### src/rtl/carry_lookahead_pipe.sv
// Two-stage group-carry generator: S1 registers operands plus per-nibble G/P, S2 registers lookahead carries.
// Latency 2 cycles, 1/cycle throughput; 2-entry skid, in_ready falls when both stages hold data and out_ready=0.
module carry_lookahead_pipe (
    input  logic        clk,
    input  logic        rst_n,
    input  logic        in_valid,
    output logic        in_ready,
    input  logic [15:0] a_in,
    input  logic [15:0] b_in,
    input  logic        ci_in,
    output logic        out_valid,
    input  logic        out_ready,
    output logic [15:0] a,
    output logic [15:0] b,
    output logic        ci,
    output logic        c4,
    output logic        c8,
    output logic        c12,
    output logic        co
);

    typedef struct packed {
        logic [15:0] a;
        logic [15:0] b;
        logic        ci;
        logic [3:0]  g;
        logic [3:0]  p;
    } s1_t;

    typedef struct packed {
        logic [15:0] a;
        logic [15:0] b;
        logic        ci;
        logic        c4;
        logic        c8;
        logic        c12;
        logic        co;
    } s2_t;

    s1_t  s1_d, s1_q;
    s2_t  s2_d, s2_q;
    logic s1_valid;
    logic out_valid_q;
    logic s2_load;
    logic in_xfer;

    assign s2_load  = s1_valid & (~out_valid_q | out_ready);
    assign in_ready = ~s1_valid | s2_load;
    assign in_xfer  = in_valid & in_ready;

    always_comb begin
        logic [4:0] nib_sum;
        nib_sum = '0;
        s1_d    = '0;
        s1_d.a  = a_in;
        s1_d.b  = b_in;
        s1_d.ci = ci_in;
        for (int k = 0; k < 4; k++) begin
            nib_sum     = {1'b0, a_in[4*k +: 4]} + {1'b0, b_in[4*k +: 4]};
            s1_d.g[k]   = nib_sum[4];
            s1_d.p[k]   = &(a_in[4*k +: 4] ^ b_in[4*k +: 4]);
        end
    end

    // Every carry is a flat sum-of-products of the S1 G/P terms so no carry waits on another.
    always_comb begin
        logic [3:0] g;
        logic [3:0] p;
        logic       c;
        g       = s1_q.g;
        p       = s1_q.p;
        c       = s1_q.ci;
        s2_d    = '0;
        s2_d.a  = s1_q.a;
        s2_d.b  = s1_q.b;
        s2_d.ci = c;
        s2_d.c4  = g[0] | (p[0] & c);
        s2_d.c8  = g[1] | (p[1] & g[0]) | (p[1] & p[0] & c);
        s2_d.c12 = g[2] | (p[2] & g[1]) | (p[2] & p[1] & g[0]) | (p[2] & p[1] & p[0] & c);
        s2_d.co  = g[3] | (p[3] & g[2]) | (p[3] & p[2] & g[1]) | (p[3] & p[2] & p[1] & g[0])
                 | (p[3] & p[2] & p[1] & p[0] & c);
    end

    always_ff @(posedge clk or negedge rst_n) begin
        if (!rst_n) begin
            s1_valid <= 1'b0;
            s1_q     <= '0;
        end else begin
            if (in_xfer) begin
                s1_valid <= 1'b1;
                s1_q     <= s1_d;
            end else if (s2_load) begin
                s1_valid <= 1'b0;
            end
        end
    end

    always_ff @(posedge clk or negedge rst_n) begin
        if (!rst_n) begin
            out_valid_q <= 1'b0;
            s2_q        <= '0;
        end else begin
            if (s2_load) begin
                out_valid_q <= 1'b1;
                s2_q        <= s2_d;
            end else if (out_valid_q && out_ready) begin
                out_valid_q <= 1'b0;
            end
        end
    end

    assign out_valid = out_valid_q;
    assign a         = s2_q.a;
    assign b         = s2_q.b;
    assign ci        = s2_q.ci;
    assign c4        = s2_q.c4;
    assign c8        = s2_q.c8;
    assign c12       = s2_q.c12;
    assign co        = s2_q.co;

endmodule

### config.mk
export PLATFORM = sky130hd
export DESIGN_NAME = carry_lookahead_pipe
export DESIGN_NICKNAME = d
export VERILOG_FILES = /design/src/rtl/carry_lookahead_pipe.sv
export SDC_FILE = /design/constraint.sdc
export NUM_CORES = 1
export LEC_CHECK = 0
export CORE_AREA = 2 2 101 74
export CTS_BUF_LIST = sky130_fd_sc_hd__clkbuf_8
export DETAILED_ROUTE_END_ITERATION = 12
export DIE_AREA = 0 0 103 76
export PLACE_DENSITY = 0.77
export SETUP_SLACK_MARGIN = 0.02
export SLEW_MARGIN = 40
export SYNTH_ARGS = -nofsm -noshare
export SYNTH_HDL_FRONTEND = slang
export SYNTH_SLANG_ARGS = --single-unit
### constraint.sdc
create_clock -name clk -period 1.8 [get_ports clk]
set_input_delay 0.18 -clock clk [delete_from_list [all_inputs] [get_ports clk]]
set_output_delay 0.18 -clock clk [all_outputs]
set_load 0.02 [all_outputs]
; Word-level counts from Yosys, hierarchy flattened
; Cells that the tools add are included.
[totals]
word_cells = 65
output_inout_bits = 39
inputBits = 37
ff_bits = 80
[op_classes]
reduce_logical = 7
addsub = 4
bitwise = 36
n_mux = 4
[ops]
columns = op, count
row1 = $add 4x4->5, 4
row2 = $and 1x1->1, 18
row3 = $reduce_and 4->1, 4
row4 = $xor 4x4->4, 4
row5 = $or 1x1->1, 12
row6 = $mux 1, 4
row7 = $reduce_bool 2->1, 2
row8 = $not 1->1, 2
row9 = $logic_and 1x1->1, 1

; Depth between registers and ports, before layout
; Gate-level depths: netlist of run 1.
[depth]
word_depth = 6
depth_mapped = 6
mapped_depth_nobuf = 5

; Worst setup path after synthesis of run 1
; No wires, ideal clock.
[synth_timing]
path_type = flip-flop to flip-flop
from = register out_valid_q (netlist: out_valid)
to = register s1_q[31] (netlist bit)
arrival_time_ns = 1.342
path_buffers = 1
synth_period_minus_slack_ns = 1.467
path_slack_ns = 0.333
required_ns = 1.675
stages_incl_launch_ff = 5
setup_ns = 0.125
path_cell_list = dfrtp_1 > nand3b_2 > nand2_2 > buf_4 > mux2_2
[synth_between]
elab_chain_len = 5
[synth_rtl]
columns = element, line_no
row1 = start: declaration, 43  ; logic out_valid_q;
row2 = start signal: assignment, 100  ; out_valid_q <= 1'b0;
row3 = start signal: assignment, 104  ; out_valid_q <= 1'b1;
row4 = start signal: assignment, 107  ; out_valid_q <= 1'b0;
row5 = $not 1->1, 47  ; assign s2_load = s1_valid & (~out_valid_q | out_ready);
row6 = $or 1x1->1, 47
row7 = $and 1x1->1, 47
row8 = $or 1x1->1, 48  ; assign in_ready = ~s1_valid | s2_load;
row9 = named net in_ready, 7  ; output logic in_ready,
row10 = $and 1x1->1, 49  ; assign in_xfer = in_valid & in_ready;
row11 = end signal: assignment, 87  ; s1_q <= '0;
row12 = end signal: assignment, 91  ; s1_q <= s1_d;
row13 = end: declaration, 40  ; s1_t s1_d, s1_q;
; The timed path passes the listed nets, and every way through them passes these cells.
; A chain may end at the register's enable or synchronous reset.

; Final worst setup path of run 1
[layout_timing]
from = register s1_valid
to = output in_ready
[layout_between]
elab_chain_len = 2
word_cells_on_any_way = 3
classes_between = 3 x bitwise
[layout_rtl]
columns = element, line_no
row1 = start: declaration, 42  ; logic s1_valid;
row2 = start signal: assignment, 86  ; s1_valid <= 1'b0;
row3 = start signal: assignment, 90  ; s1_valid <= 1'b1;
row4 = start signal: assignment, 93  ; s1_valid <= 1'b0;
row5 = $and 1x1->1 / $not 1->1 (equally long branches), "47, 48"
row6 = $or 1x1->1 *, 48
row7 = end: declaration, 7
; Mark *: on every way between the ends. The rest lies on a longest branch, timed or not.

==> results of run 1 <==
[registers in the layout (all words and copies together), names as in the netlist]
name       flops
s1_q          41
ci             1
c4             1
out_valid      1
b             16
a             16
c8             1
co             1
c12            1
s1_valid       1
[logic make-up (layout without fill, tap and decap cells)]
| family | count (synthesis) | count (layout) | share of synthesized area (%) |
|---|---|---|---|
| multiplexers | 67 | 67 | 23.1 |
| buffers and inverters | 9 | 98 | 2.69 |
| AO/OA/AOI/OAI | 23 | 23 | 3.81 |
| flip-flops | 80 | 80 | 59.8 |
| adder cells (fa/ha/maj) | 16 | 16 | 5.98 |
| AND/OR/NAND/NOR | 32 | 32 | 4.63 |
[cell usage after synthesis]
| cell type | n |
|---|---|
| a211oi_1 | 5 |
| a21oi_1 | 7 |
| buf_4 | 3 |
| buf_6 | 6 |
| dfrtp_1 | 80 |
| ha_1 | 16 |
| mux2_1 | 2 |
| mux2_2 | 60 |
| mux2_4 | 5 |
| nand2_1 | 15 |
| nand2_2 | 2 |
| nand2b_1 | 2 |
| nand2b_2 | 1 |
| nand3b_2 | 1 |
| nand4_1 | 4 |
| nor2_1 | 6 |
| nor2b_1 | 1 |
| o21ai_0 | 11 |
[layout make-up]
class	instances	area [µm²]	share of cell area (%)
tap	98	123	2.75
clock inverter	3	38.8	0.871
multi-input combinational	138	1260	28.2
sequential	80	2000	45.0
clock buffer	13	179	4.02
timing repair buffer	82	853	19.2
[where the power goes]
group	total (mW)	internal (mW)	switching, mW	leakage [nW]
sequential	2.34	2.15	0.191	0.947
combinational	1.43	0.800	0.633	0.852
clock	1.37	0.785	0.584	0.117
[metal layers]
metal / GRT usage (%) / share of wire (%) / wire, µm
met5: 0 / 0 / 0
met4: 5.00 / 1.2 / 74
met3: 7.52 / 6.6 / 412
met2: 24.1 / 43 / 2650
met1: 25.0 / 50 / 3090
[stage by stage]
stage / instances / worst slack, ns / instance area [µm²] / hold slack (ns)
2_1_floorplan: 227 / 0.333 / 3350 / -0.116
3_3_place_gp: 397 / 0.151 / 4220 / 0.151
3_5_place_dp: 397 / 0.129 / 4220 / 0.151
4_1_cts: 414 / 0.0922 / 4450 / 0.325
5_1_grt: 414 / 0.0385 / 4450 / 0.359
6_report: 414 / 0.116 / 4450 / 0.329
[path summary, 6_finish.rpt]
check                                  endpoint  slack (ns)  cells past startpoint                 start
min                            a[0]$_DFFE_PN0P_        0.33                      2                 rst_n
max in group asynchronous        c4$_DFFE_PN0P_        0.93                      3                 rst_n
min in group clk            s1_q[8]$_DFFE_PN0P_        0.47                      2                 ci_in
max                                    in_ready        0.12                      2  s1_valid$_DFFE_PN0P_
max reg2reg                s1_q[32]$_DFFE_PN0P_        0.45                      4  s1_valid$_DFFE_PN0P_
min reg2reg                 s1_q[7]$_DFFE_PN0P_        0.49                      2   s1_q[7]$_DFFE_PN0P_
[worst max-delay path, stage by stage (launching register included)]
cell	delay, ns
dfrtp_1	0.42
nand3b_2	0.13
clkdlybuf4s50_1	0.61
[placed cells by master, fill, tap and decap left out]
cell,count
dfrtp_1,80
clkinv_2,1
mux2_2,60
nand2b_2,1
nor2_1,6
nor2b_1,1
inv_1,1
nand2_1,15
nand3b_2,1
mux2_4,5
ha_1,16
bufinv_16,1
nand2_2,2
buf_4,3
a21oi_1,7
clkbuf_8,13
mux2_1,2
nand2b_1,2
buf_12,4
o21ai_0,11
dlygate4sd3_1,1
a211oi_1,5
nand4_1,4
clkdlybuf4s50_1,74
==> impl_metrics.csv, run 1 <==
group,metric,value,unit
floorplanning,die_h,76,µm
critical_path,cp-start-kind,"flop",
route,drt_iter0_drc,54,
global_route,grt_max_degree,36,
synth,ys_seq_area_share,59.8,%
critical_path,cp.arrival,1.50,ns
floorplanning,fp.dieW,103,µm
synth,syn_inst,227,
pwr,p_total,5.14,mW
final_layout,n_antenna_cell,0,
floorplanning,die_area,7830,µm²
timing,fin_setup_tns,0,ns
critical_path,worstSetupPathType,"flop to output pin",
route,drc,0,
cts,clk_latency,0.34,ns
route,ant_nets,0,
synth,syn_avg_cell_area,14.7,µm²
timing,rsz0062_at_grt,"false",
final_layout,post-route-util,63.9,%
route,drtPass1Iterations,4,
cts,post_cts_buffers,0,
global_route,grt_pass1_wl,10400,µm
pwr,power_per_cell_area,1160,nW/µm²
cts,cts-root-buf,"clkbuf_8",
job,cap_viol_max_count,0,
timing,fin_crit_sh,93.5,%
final_layout,area_growth,33.0,%
critical_path,cp-end-kind,"output pin",
synth,syn-cell-area,3350,µm²
cts,cts_buffers,9,
global_route,overflow,0,
timing,worst-slew-pin-transition,0.429,ns
global_route,grtUsageTotal,17.4,%
final_layout,nFillCells,565,
route,via_count,2044,
cts,cts.path.max_buffers,2,
timing,slew_headroom,71.4,%
synth,yosys.area.top_type_share,59.8,%
floorplanning,core,6960,µm²
cts,clock-sinks,80,
pwr,p_leak,1.92,nW
synth,ys.warnings.count,0,
timing,finalHoldViolCount,0,
critical_path,required,1.62,ns
global_route,grt_pass1_vias,2102,
synth,synth_nets,280,
timing,fin_crit,1.68,ns
timing,setup_violations,0,
floorplanning,initial_core_util,48.1,%
synth,synth-seq-cells,80,
cts,cts.htree.levels,3,
cts,ctsResizeCount,0,
final_layout,nets,364,
placed_design,portBuffers,75,
timing,clock.fmax,594,MHz
timing,fin_skew,0.00642,ns
final_layout,drive_above_1_share,28.8,%
global_route,antenna_found_initial,0,
outcome,status,"completed",
cts,cts_tree,"built",
synth,synth_cell_types,18,
route,wl,6230,µm
route,wire_per_inst,15.0,µm
worst_hold_path,hp-class,"input pin to async pin",
pwr,peakVddDrop,0.000638,V
synth,synthTopCellsByArea,"dfrtp_1 60%, mux2_2 20%, ha_1 6.0%",
placed_design,detailed_place_hpwl,4470,µm
placed_design,routabilityCongestion,0.702,
floorplanning,rows,26,
floorplanning,num_io_pins,76,
timing,slew_viol_final,0,
critical_path,critPathMaxFanout,4,
cts,postCtsHoldBufs,1,
synth,yosys.area.top_type,"dfrtp_1",
cts,clk_pin_slew_worst_paths,0.07,ns
route,routed_via_density,4.94,
(Power assumes the default switching activity.)
==> run 2: changes to the inputs <==
CORE_AREA = 2 2 96 70   (was 2 2 101 74)
DIE_AREA = 0 0 98 72   (was 0 0 103 76)
PLACE_DENSITY = 0.85   (was 0.77)
==> run 2 against run 1 <==
  * Via count increased by 1.7%
  * Clock power increased by 12%
  * Largest cell class unchanged
  * Critical path depth unchanged
  * Largest power group unchanged
  * Highest routed layer unchanged
  * Critical endpoint unchanged
  * Core utilization increased by 8.8 points
  * Hold slack improved by 0.020 ns
  * First-iteration DRC count increased by 28%
  * Non-clock buffer count decreased by 1
  * Maximum frequency decreased by 0.18%
  * Global-route usage increased by 2.1 points
  * Power increased by 3.1%
  * Final area decreased by 0.34%
==> impl_metrics.csv, run 2 (synthesis results as in run 1) <==
group,metric,value,unit
route,drc,0,
cts,cts-root-buf,"clkbuf_8",
job,cap_viol_max_count,0,
timing,slew_headroom,67.4,%
critical_path,reg2regPathDepth,4,
critical_path,crit_chain,"nand3b_2, clkdlybuf4s50_1",
route,wl,6140,µm
final_layout,top_register,"s1_q",
critical_path,slowest_stage,"clkdlybuf4s50_1",
critical_path,path_buf_inv,1,
timing,worst-slew-pin-transition,0.489,ns
timing,rsz0062_at_grt,"false",
critical_path,required,1.62,ns
timing,finalHoldViolCount,0,
critical_path,critPathTopFamily,"buffers and inverters",
cts,cts.htree.levels,3,
global_route,overflow,0,
timing,clock.fmax,593,MHz
cts,cts_tree,"built",
critical_path,regToRegSetupSlack,0.45,ns
pwr,p_switching,1.41,mW
final_layout,layout_commonest_cell,"dfrtp_1",
floorplanning,die_h,72,µm
critical_path,cp_slowest_stage_delay,0.61,ns
floorplanning,num_io_pins,76,
critical_path,worstSetupPathType,"flop to output pin",
route,wire_per_inst,15.7,µm
final_layout,drive_above_1_share,28.0,%
global_route,grt_max_degree,45,
outcome,status,"completed",
critical_path,worstSetupPathDepth,2,
pwr,pwr-share-clk,28.9,%
floorplanning,initial_core_util,54.9,%
timing,slew_viol_final,0,
placed_design,detailed_place_hpwl,4420,µm
cts,ctsResizeCount,0,
cts,cts_buffers,9,
floorplanning,fp.dieW,98,µm
final_layout,nets,363,
global_route,grtUsageTotal,19.5,%
timing,fin_crit_sh,93.7,%
placed_design,preCtsSetupSlack,0.138,ns
critical_path,cp-start-kind,"flop",
cts,clk_latency,0.34,ns
pwr,power_per_cell_area,1200,nW/µm²
placed_design,portBuffers,75,
pwr,peakVddDrop,0.000668,V
placed_design,routabilityCongestion,0.755,
pwr,p_leak,1.92,nW
route,routed_via_density,5.30,
critical_path,critPathMaxFanout,4,
timing,fin_skew,0.00735,ns
global_route,grt_pass1_wl,10700,µm
global_route,grt_pass1_vias,2181,
cts,cts.path.max_buffers,2,
placed_design,dpl-instance-area,4190,µm²
worst_hold_path,hp-class,"input pin to async pin",
timing,fin_setup_tns,0,ns
critical_path,cp-end-kind,"output pin",
route,via_count,2079,
final_layout,area_growth,32.5,%
route,drtPass1Iterations,4,
pwr,seq_power_share,44.0,%
final_layout,final_cell_mix,"80 x dfrtp_1, 74 x clkdlybuf4s50_1, 60 x mux2_2",
pwr,p_sw_share,26.6,%
final_layout,largest_reg_flops,41,
timing,holdWs,0.349,ns
timing,layout_setup_ws,0.113,ns
pwr,power_frac_comb,27.1,%
global_route,antenna_found_initial,0,
route,ant_nets,0,
final_layout,n_antenna_cell,0,
critical_path,cp.arrival,1.51,ns
floorplanning,rows,24,
floorplanning,core,6100,µm²
pwr,p_int,3.89,mW
floorplanning,die_area,7060,µm²
final_layout,final_area,4440,µm²
timing,setup_violations,0,
final_layout,nFillCells,428,
timing,fin_crit,1.69,ns
route,drt_iter0_drc,69,
cts,clock-sinks,80,
critical_path,rr_startpoint,"s1_valid$_DFFE_PN0P_",
critical_path,r2r-end,"s1_q[36]$_DFFE_PN0P_",
cts,clk_pin_slew_worst_paths,0.08,ns
[run 2: changes by cell type in the layout (fill, tap and decap cells not counted)]
cell       previous run  this run
inv_1                 1         2
bufinv_16             1         3
buf_4                 3         2
clkbuf_8             13        10
clkinv_2              1         0
[run 2: power by group through the flow]
stage	Clock [mW]	Sequential, mW	Combinational (mW)
after floorplan	0	2.61	0.497
after global routing	1.63	2.39	1.54
final	1.53	2.34	1.44
after detailed placement	0	2.37	1.45
after global placement	0	2.36	1.41
after CTS	1.56	2.34	1.46
[run 2: repair_timing]
action	CTS	global route
setup buffers	0	0
hold buffers	1	0
endpoints found under the hold margin	36	0
[run 2: cell type report]
cell class | instances | area [µm²] | area share, %
Clock buffer | 10 | 138 | 3.10
Clock inverter | 5 | 97.6 | 2.20
Multi-Input combinational cell | 138 | 1260 | 28.3
Sequential cell | 80 | 2000 | 45.1
Tap cell | 78 | 97.6 | 2.20
Timing Repair Buffer | 81 | 846 | 19.1
[run 2: metal layers]
layer	part of all wire (%)	global-route usage, %
met5	0	0
met4	0.68	5.09
met3	5.7	6.65
met2	45	30.3
met1	48	26.8
[run 2: how the worst max path moves through the flow]
stage,end,startpoint,slack [ns]
2_1_floorplan,s1_q[31]$_DFFE_PN0P_,out_valid$_DFFE_PN0P_,0.33
3_3_place_gp,s1_q[17]$_DFFE_PN0P_,out_ready,0.18
3_5_place_dp,s1_q[5]$_DFFE_PN0P_,a_in[5],0.14
4_1_cts,in_ready,s1_valid$_DFFE_PN0P_,0.10
5_1_grt,in_ready,s1_valid$_DFFE_PN0P_,0.06
6_report,in_ready,s1_valid$_DFFE_PN0P_,0.11
[run 2: stage by stage]
stage / utilization (%) / total power, mW / instances
CTS: 72.8 / 5.36 / 392
global placement: 68.8 / 3.77 / 376
global route: 72.8 / 5.55 / 392
detailed placement: 68.8 / 3.82 / 376
floorplan: - / 3.11 / 227
finish: 72.8 / 5.30 / 392
[run 2: worst register-to-register path, stage by stage, from the launching register on]
cell and delay, ns:
dfrtp_1 0.41, nand3b_2 0.13, nand2_2 0.14, buf_12 0.19, mux2_2 0.36
==> variant: new RTL, settings of run 1 <==
Make the reset (`rst_n`) synchronous in 2 clocked blocks.
--- a/src/rtl/carry_lookahead_pipe.sv
+++ b/src/rtl/carry_lookahead_pipe.sv
@@ -83,3 +83,3 @@
 
-    always_ff @(posedge clk or negedge rst_n) begin
+    always_ff @(posedge clk) begin
         if (!rst_n) begin
@@ -97,3 +97,3 @@
 
-    always_ff @(posedge clk or negedge rst_n) begin
+    always_ff @(posedge clk) begin
         if (!rst_n) begin
Behaviour: differs if rst_n is asserted again (counterexample within 4 cycles, from zero or initial values and one cycle with rst_n low); with rst_n held inactive, the same outputs for 10 cycles.
==> variant against run 1 <==
Worst setup slack improved by 0.082 ns; final cell count increased by 33%; final area is 2.1% lower; synthesized cell count grew 67%; via count increased by 36%; synthesized area is 0.97% lower; sequential cell count is the same; routed wire length rose by 27%; critical path type unchanged; highest routed layer unchanged.
Power is not compared: it rests on default switching activity, and its combinational part moved more than twofold at a synthesized area within 25%.
==> variant: results (changes against run 1) <==
register area share after synthesis 0.483 (-0.115); r2r endpoint b[9]; largest net degree at the start of global routing 53 (+47%); Rel. slew slack 0.710 (-0.00395); Post-DP HPWL 5590 µm (+25%); fill count 618 (+9.4%); final WL 7900 µm (+27%); outcome completed; first-pass GRT wire length 13000 µm (+24%); Num CTS Buffers 9 (unchanged); initial antenna violation count 0 (unchanged); Skew-Pair Late Insertion Delay 0.36 ns (+0.02 ns); Vias 2775 (+36%); critical path fanouts, max 4 (unchanged); final setup skew 0.00829 ns (+0.00188 ns); synth cell count leaders 142 x nand2_1, 80 x dfxtp_1, 54 x a21boi_0, 18 x a21boi_1, 16 x ha_1; number of global-route vias before repair 2719 (+29%); nets@finish 500 (+37%); Worst Path Arrival 1.42 ns (-0.08 ns); asr flop ratio synth 0 (-1.00); Worst path max stage delay 0.55 ns (-0.06 ns); worst hold path type in2reg; Synth cell types 29 (+11); top_reg_cell synth dfxtp_1; syn_nets 431 (+54%); GP Congestion 0.768 (+9.4%); Starting DRT DRC Count 206 (+280%); ranking of synthesized cells by area dfxtp_1 48%, nand2_1 16%, a21boi_0 12%
-- variant: cell count changes in the layout (fill, tap and decap cells not counted), sizes merged, moves of 5 or more --
cell / run 1 / this run
mux2: 67 / 0
a21boi: 0 / 72
dfxtp: 0 / 80
dfrtp: 80 / 0
nand2: 17 / 143
o21ai: 11 / 5
a211oi: 5 / 0
nor2: 6 / 1
-- variant: worst max path at each step --
stage	slack, ns	endpoint	startpoint	cells past startpoint
floorplan	0.41	s1_q[5]	out_valid	6
global placement	0.19	c4	out_ready	6
detailed placement	0.1	b[9]	out_ready	6
CTS	0.19	in_ready	s1_valid	2
global route	0.14	in_ready	s1_valid	2
finish	0.20	in_ready	s1_valid	2
-- variant: area by class of cell --
type	count	area [µm²]	share of cell area
well taps	98	123	0.0281
clock inverters	7	110	0.0253
inverters	2	7.51	0.00172
repair buffers	82	836	0.192
flip-flops and latches	80	1600	0.367
multi-input cells	272	1560	0.357
clock buffers	9	124	0.0284
-- variant: cell families after synthesis --
group / Yosys count / share of synthesized area
adder cells (fa/ha/maj): 16 / 0.0604
AND/OR/NAND/NOR: 157 / 0.191
buffers and inverters: 26 / 0.0472
AO/OA/AOI/OAI: 99 / 0.218
flip-flops: 80 / 0.483
-- variant: per-stage QoR --
stage	worst slack [ns]	power, W	cells	hold slack (ns)	area, µm²
after floorplan	0.413	0.00219	378	0.315	3320
final	0.199	0.00393	550	0.291	4360
after global routing	0.136	0.00406	550	0.307	4360
after detailed placement	0.0954	0.00240	534	0.445	4130
after global placement	0.187	0.00239	534	0.436	4130
after CTS	0.186	0.00395	550	0.281	4360
-- variant: report_power, final --
| group | internal (W) | switching, W | total (W) |
|---|---|---|---|
| combinational | 0.000230 | 0.000243 | 0.000473 |
| clock | 0.000911 | 0.000649 | 0.00156 |
| sequential | 0.00185 | 0.0000465 | 0.00189 |
-- variant: worst register-to-register path: stages (launching register included) --
cell and delay (ns):
dfxtp_1 0.34, nand2b_1 0.12, and2_1 0.27, buf_4 0.28, nand2_1 0.09, a21boi_0 0.18
-- variant: routing by layer --
metal / routed length, µm / vias up / GRT usage
met2: 3440 / 75 / 0.322
met5: 0 / - / 0
met4: 119 / 0 / 0.0671
li1: - / 1390 / -
met3: 456 / 13 / 0.0560
met1: 3890 / 1297 / 0.292
